`src/rtl/hs4_pkg.sv`:
```
// Shared types and defaults for the hs4_receiver 4-phase handshake receiver.
package hs4_pkg;

  typedef enum logic [1:0] {
    RECOVER = 2'd0,
    IDLE    = 2'd1,
    HOLD    = 2'd2,
    ACK     = 2'd3
  } hs4_state_t;

  localparam int HS4_DW          = 8;
  localparam int HS4_SYNC_STAGES = 2;

endpackage

```
`src/rtl/hs4_receiver_sync_nff.sv`:
```
// N-flop single-bit synchroniser, async active-low reset to 0.
module sync_nff #(
  parameter int N = 2
) (
  input  logic clk,
  input  logic rst_n,
  input  logic din,
  output logic dout
);

  logic [N-1:0] sync_q;
  logic [N-1:0] sync_d;

  always_comb begin
    sync_d = {sync_q[N-2:0], din};
  end

  always_ff @(posedge clk or negedge rst_n) begin
    if (!rst_n) sync_q <= '0;
    else        sync_q <= sync_d;
  end

  assign dout = sync_q[N-1];

endmodule

```
`src/rtl/hs4_receiver.sv`:
```
// Receiving end of a 4-phase req/ack handshake, presenting words on a valid/ready stream.
// Optional even-parity check of the received word when HS4_PARITY_EN is defined.
module hs4_receiver
  import hs4_pkg::*;
#(
  parameter int DW          = HS4_DW,
  parameter int SYNC_STAGES = HS4_SYNC_STAGES
) (
  input  logic          clk,
  input  logic          rst,
  input  logic          req,
  input  logic [DW-1:0] d,
`ifdef HS4_PARITY_EN
  input  logic          req_par,
  output logic          par_err,
`endif
  output logic          ack,
  output logic [DW-1:0] out_data,
  output logic          out_valid,
  input  logic          out_ready,
  output hs4_state_t    dbg_state
);

  // Handshake: a word moves to the sink on a rising clk edge where out_valid && out_ready.
  localparam logic [2:0] REC_MAX = 3'(SYNC_STAGES);

  logic          req_s;
  hs4_state_t    state_q, state_d;
  logic          ack_q, ack_d;
  logic          valid_q, valid_d;
  logic [DW-1:0] data_q, data_d;
  logic [2:0]    rec_cnt_q, rec_cnt_d;
`ifdef HS4_PARITY_EN
  logic          par_q, par_d;
`endif

  sync_nff #(.N(SYNC_STAGES)) u_req_sync (
    .clk   (clk),
    .rst_n (rst),
    .din   (req),
    .dout  (req_s)
  );

  always_comb begin
    state_d   = state_q;
    ack_d     = ack_q;
    valid_d   = valid_q;
    data_d    = data_q;
    rec_cnt_d = rec_cnt_q;
`ifdef HS4_PARITY_EN
    par_d     = par_q;
`endif
    case (state_q)
      RECOVER: begin
        ack_d   = 1'b0;
        valid_d = 1'b0;
        // The synchroniser is cleared by reset, so req_s only reflects the
        // real pin after it has refilled; wait that long before trusting it.
        if (rec_cnt_q != REC_MAX) rec_cnt_d = rec_cnt_q + 3'd1;
        else if (!req_s)          state_d   = IDLE;
      end
      IDLE: begin
        ack_d   = 1'b0;
        valid_d = 1'b0;
        if (req_s) begin
          data_d  = d;
          valid_d = 1'b1;
`ifdef HS4_PARITY_EN
          par_d   = (^d) ^ req_par;
`endif
          state_d = HOLD;
        end
      end
      HOLD: begin
        if (out_ready) begin
          valid_d = 1'b0;
          ack_d   = 1'b1;
`ifdef HS4_PARITY_EN
          par_d   = 1'b0;
`endif
          state_d = ACK;
        end
      end
      ACK: begin
        if (!req_s) begin
          ack_d   = 1'b0;
          state_d = IDLE;
        end
      end
      default: state_d = RECOVER;
    endcase
  end

  always_ff @(posedge clk or negedge rst) begin
    if (!rst) begin
      state_q   <= RECOVER;
      ack_q     <= 1'b0;
      valid_q   <= 1'b0;
      data_q    <= '0;
      rec_cnt_q <= '0;
`ifdef HS4_PARITY_EN
      par_q     <= 1'b0;
`endif
    end else begin
      state_q   <= state_d;
      ack_q     <= ack_d;
      valid_q   <= valid_d;
      data_q    <= data_d;
      rec_cnt_q <= rec_cnt_d;
`ifdef HS4_PARITY_EN
      par_q     <= par_d;
`endif
    end
  end

  assign ack       = ack_q;
  assign out_valid = valid_q;
  assign out_data  = data_q;
  assign dbg_state = state_q;
`ifdef HS4_PARITY_EN
  assign par_err   = par_q;
`endif

endmodule

```
`config.mk`:
```
export PLATFORM = sky130hd
export DESIGN_NAME = hs4_receiver
export DESIGN_NICKNAME = d
export VERILOG_FILES = /design/src/rtl/hs4_pkg.sv /design/src/rtl/hs4_receiver_sync_nff.sv /design/src/rtl/hs4_receiver.sv
export SDC_FILE = /design/constraint.sdc
export NUM_CORES = 1
export LEC_CHECK = 0
export ABC_AREA = 0
export CAP_MARGIN = 20
export CORE_MARGIN = 5
export CORE_UTILIZATION = 45
export CTS_CLUSTER_SIZE = 20
export DETAILED_ROUTE_END_ITERATION = 8
export PLACE_DENSITY = 0.82
export SYNTH_ARGS = -nofsm -noshare
export SYNTH_HDL_FRONTEND = slang
export SYNTH_SLANG_ARGS = --single-unit
export TNS_END_PERCENT = 20
```
`constraint.sdc`:
```
create_clock -name clk -period 2.8 [get_ports clk]
set_input_delay 0.56 -clock clk [delete_from_list [all_inputs] [get_ports clk]]
set_output_delay 0.56 -clock clk [all_outputs]
set_load 0.02 [all_outputs]
```
### After elaboration in Yosys (flattened, before gate mapping)

Index checks and enable logic that the tools add are counted.

| storage, ports and cells | value |
|---|---|
| register bits | 17 |
| latch bits | 0 |
| RAM bits | 0 |
| bits in read-only memories | 0 |
| input port bits | 12 |
| logic and storage cells | 34 |
| memories kept | 0 |

| operators by class | value |
|---|---|
| $add $sub $neg | 1 |
| multiply operators | 0 |
| divide/modulo/power cells | 0 |
| order comparisons | 0 |
| eq/ne operators | 8 |
| shifts and indexed selects | 0 |
| muxes and demuxes | 11 |
| bitwise logic cells | 0 |
| reductions and logical operators | 8 |

Operators by type and width:

| kind | count |
|---|---|
| 2-bit two-way mux | 4 |
| 2-bit one-hot mux with 4 select lines | 1 |
| 2-bit AND reduction | 4 |
| 2-bit inequality test (second input constant) | 3 |
| 1-bit one-hot mux with 3 select lines | 2 |
| 2-bit == test (second input constant) | 2 |
| 1-bit two-way mux | 4 |
| 3-bit by 1-bit adder with 3-bit output (second input constant) | 1 |
| 3-bit by 2-bit inequality test with 1-bit output (second input constant) | 1 |
| 3-bit AND reduction | 1 |
| 3-bit nonzero test | 1 |
| 2-bit by 1-bit == test with 1-bit output (second input constant) | 1 |
| 2-bit zero test | 1 |
| 2-bit by 1-bit inequality test with 1-bit output (second input constant) | 1 |
| 2-bit OR reduction | 1 |

### Longest topological paths before layout

| depth | value |
|---|---|
| depth in word-level cells | 3 |
| depth in mapped cells | 5 |

### Modules after synthesis

From an unflattened synthesis, not the netlist that was laid out.

| unflattened totals | value |
|---|---|
| cells, all modules | 59 |
| area total of the unflattened synthesis | 757.0 um2 |

By module, submodules not included:

| module | times used | cells each | area each (um2) | seq. area each (um2) |
|---|---|---|---|---|
| hs4_receiver | 1 | 57 | 706.9 | 375.4 |
| sync_nff | 1 | 2 | 50.0 | 50.0 |

### Worst setup path after synthesis

Ideal clock, no wire load.

| timing path | value |
|---|---|
| kind | reg-to-reg |
| start point | register state_q[0], in the netlist dbg_state[0] |
| end point | register state_q[1], in the netlist dbg_state[1] |
| arrival time | 1482 ps |
| setup slack | 1195 ps |
| stages on the path, launching flop included | 6 |
| path buffers | 0 |
| clock period less this slack | 1605 ps |
| cells stage by stage | dfrtp_1 > inv_1 > ha_1 > nor2b_1 > a211o_1 > o221a_1 |

| between the ends | value |
|---|---|
| word-level cells in the longest chain between the ends | 3 |
| elaborated cells on any way between the ends | 9 |
| classes of those cells | eq/ne (6); mux (1); reduce/logical (2) |

Ends and longest elaborated chain:

| item | RTL line | RTL |
|---|---|---|
| from (decl) | hs4_receiver.sv:28 | `hs4_state_t state_q, state_d;` |
| from (signal assigned) | hs4_receiver.sv:105 | `state_q <= state_d;` |
| 2-bit by 1-bit == test with 1-bit output (tied with other cells) | hs4_receiver.sv:53 | `case (state_q)` |
| 2-bit by 1-bit inequality test with 1-bit output (no source line) / 2-bit inequality test (equally long branches) | -- |  |
| 3-bit AND reduction (no source line) | -- |  |

Parallel ways exist; a longest one is shown, timed or not.
A chain may end at the register's enable or synchronous reset.

### Worst setup path after layout

| timing path | value |
|---|---|
| start point | register state_q[1], in the netlist dbg_state[1] |
| end point | output dbg_state[1] |

RTL lines:

| item | RTL line | RTL |
|---|---|---|
| to (decl) | hs4_receiver.sv:21 | `output hs4_state_t dbg_state` |

No word-level cell between the ends.

==> flow_metrics.env <==
export IMPL_setup_viol=0
export IMPL_wl_met1_um=575
export IMPL_final_util=0.630
export IMPL_clkTransAtPathRegs_ns=0.10
export IMPL_clk_latency_ns=0.28
export IMPL_postCtsSetupBuffers=0
export IMPL_rows=15
export IMPL_ys_seq_area_frac=0.550
export IMPL_clock_sink_count=17
export IMPL_fin_skew_ns=0.00215
export IMPL_relSlewSlack=0.510
export IMPL_synth_edf_count=0
export IMPL_async_flop_share=1.00
export IMPL_drc_errors=0
export IMPL_path_buf_inv=1
export IMPL_via_per_inst=5.30
export IMPL_synth_mux_area_frac=0.129
export IMPL_ys_seq_elements=17
export IMPL_fmax_mhz=516
export IMPL_slew_violations=0
export IMPL_synthSimpleGateAreaFrac=0.0922
export IMPL_worst_path_max_fanout=6
export IMPL_syn_area_um2=773
export IMPL_die_h_um=51.5
export IMPL_wl_met2_um=809
export IMPL_place_area_um2=1020
export IMPL_boundaryPins=24
export IMPL_fin_nets=107
export IMPL_design_area_um2=1050
export IMPL_cp_cell_sequence="clkdlybuf4s50_1"
export IMPL_wire_per_inst_um=14.2
export IMPL_io_buffers=23
export IMPL_overflow=0
export IMPL_syn_avg_cell_area_um2=12.7
export IMPL_worst_pin_slew_ns=0.733
export IMPL_clockRootBuffer="clkbuf_4"
export IMPL_synthTopCellsByArea="dfrtp_1 (55%), mux2_2 (12%), ha_1 (9.7%)"
export IMPL_diodes=0
export IMPL_antenna_left=0
export IMPL_cts_buffers=3
export IMPL_hp_class="flop to flop"
export IMPL_endpoint_kind="primary output"
export IMPL_ff_latch_area_um2=425
export IMPL_cap_violations=0
export IMPL_dp_cells=101
export IMPL_area_growth_pct=36.1
export IMPL_drt_total_wl_um=1490
export IMPL_core_um2=1670
export IMPL_path_class="flop to primary output"
export IMPL_die_w_um=51.5
export IMPL_ir_drop_mv=0.537
export IMPL_ctsHoldBuffers=0
export IMPL_clockBufferDepth=2
export IMPL_grt_usage=0.134
export IMPL_dpl_hpwl_um=1180
export IMPL_fin_hold_ws_ns=0.380
export IMPL_required_ns=2.24
export IMPL_dr_wl_met3_um=94
export IMPL_synthesis_nets=79
export IMPL_final_hold_viol_count=0
export IMPL_synth_compound_area_frac=0.0955
export IMPL_synth_flop_cell="dfrtp_1"
export IMPL_critPathTopFamily="buffers and inverters"
export IMPL_netlist_instances=61
export IMPL_synth_top_family_by_area="multiplexers"
export IMPL_htreeDepth=1
export IMPL_via_count=556
export IMPL_grt_max_degree=18
export IMPL_synth_xor_area_frac=0.0113
export IMPL_grt_pass1_wl_um=2640
export IMPL_slowest_delay_ns=0.64
export IMPL_initial_utilization=0.463
export IMPL_synth_fa_ha_area_frac=0.0971
export IMPL_fin_crit_ns=1.94
export IMPL_grt_pass1_vias=599
export IMPL_multi_input_area_um2=329
export IMPL_dieArea_um2=2650
export IMPL_period_share=0.692
export IMPL_cts_tree="built"
export IMPL_p_leak_nw=0.486
export IMPL_p_per_area_nw_per_um2=983
export IMPL_ys_types=22
export IMPL_startpoint_type="flop"
export IMPL_setup_tns_ns=0
export IMPL_final_cells=105
export IMPL_yosys_warnings=0
export IMPL_n_fill_cell=131
export IMPL_yosysTopAreaCell="dfrtp_1"
export IMPL_status="finished, final reports clean"
export IMPL_drive_above_1_share=0.182
export IMPL_cts_resized=0
export IMPL_cp_arrival_ns=1.38
export IMPL_dr_pass1_iters=4
export IMPL_cpMaxStageDelayCell="clkdlybuf4s50_1"
export IMPL_synth_top_area_share=0.550
export IMPL_first_iter_violations=2
export IMPL_grt_setup_unrepaired="false"
export IMPL_antenna_found_initial=0
export IMPL_gp_congestion=0.721
export IMPL_routed_top_layer="met4"
-- metrics by stage --
stage | worst slack (ns) | power [mW]
3_3_place_gp | 1.02 | 0.895
4_1_cts | 0.860 | 1.04
2_1_floorplan | 1.19 | 0.679
3_5_place_dp | 0.986 | 0.913
6_report | 0.863 | 1.03
5_1_grt | 0.810 | 1.11
-- report_power, final --
part           internal (mW)  leakage [nW]  switching (mW)
clock network         0.0529        0.0177          0.0775
registers              0.330         0.201          0.0514
logic                  0.271         0.267           0.251
-- flip-flops by register name, indices dropped and copies added, names as in the netlist --
| register | flops |
|---|---|
| u_req_sync.sync_q | 2 |
| ack | 1 |
| out_valid | 1 |
| dbg_state | 2 |
| out_data | 8 |
| rec_cnt_q | 3 |
-- final cells by class --
class / count / share of cell area
Sequential cell: 17 / 0.404
Multi-Input combinational cell: 39 / 0.313
Timing Repair Buffer: 23 / 0.219
Clock buffer: 3 / 0.0214
Tap cell: 17 / 0.0202
Inverter: 5 / 0.0178
Clock inverter: 1 / 0.00476
-- path summary, 6_finish.rpt --
path / start / end / slack (ns) / cells after the start
worst max-delay path: dbg_state[1]$_DFFE_PN0P_ / dbg_state[1] / 0.86 / 1
worst min-delay path: u_req_sync.sync_q[0]$_DFF_PN0_ / u_req_sync.sync_q[1]$_DFF_PN0_ / 0.38 / 0
worst max register to register: dbg_state[0]$_DFFE_PN0P_ / dbg_state[1]$_DFFE_PN0P_ / 1.21 / 5
worst min register to register: u_req_sync.sync_q[0]$_DFF_PN0_ / u_req_sync.sync_q[1]$_DFF_PN0_ / 0.38 / 0
max in group asynchronous: rst / rec_cnt_q[2]$_DFFE_PN0P_ / 1.64 / 1
min in group asynchronous: rst / ack$_DFFE_PN0P_ / 0.70 / 1
-- cell families after synthesis --
family | Yosys count
compound gates | 10
fa+ha+maj | 6
simple gates | 13
mux | 9
xor+xnor | 1
buf+inv | 5
flops | 17
-- cell usage after synthesis, types with 2 or more instances --
| cell | number |
|---|---|
| nand2_1 | 4 |
| a211oi_1 | 3 |
| mux2_2 | 8 |
| inv_1 | 5 |
| a21oi_1 | 2 |
| dfrtp_1 | 17 |
| ha_1 | 6 |
| nor2_1 | 2 |
-- cell usage in the layout, fill, tap and decap left out --
cell type        count
clkdlybuf4s50_1     23
dfrtp_1             17
mux2_2               8
ha_1                 6
inv_1                5
nand2_1              4
a211oi_1             3
clkbuf_4             3
nor2_1               2
a21oi_1              2
nand2b_4             1
xnor2_1              1
nor2b_1              1
a211o_1              1
or2_2                1
o221a_1              1
nand2_2              1
o21ai_0              1
o31ai_1              1
nand3_1              1
and3_1               1
nor3_1               1
a21o_2               1
mux2i_1              1
clkinv_2             1
-- layer usage --
metal	global-route usage	up-vias
li1	-	267
met1	0.143	271
met2	0.250	16
met3	0.0408	2
met4	0.0393	0
met5	0	-
(Power assumes the default switching activity.)
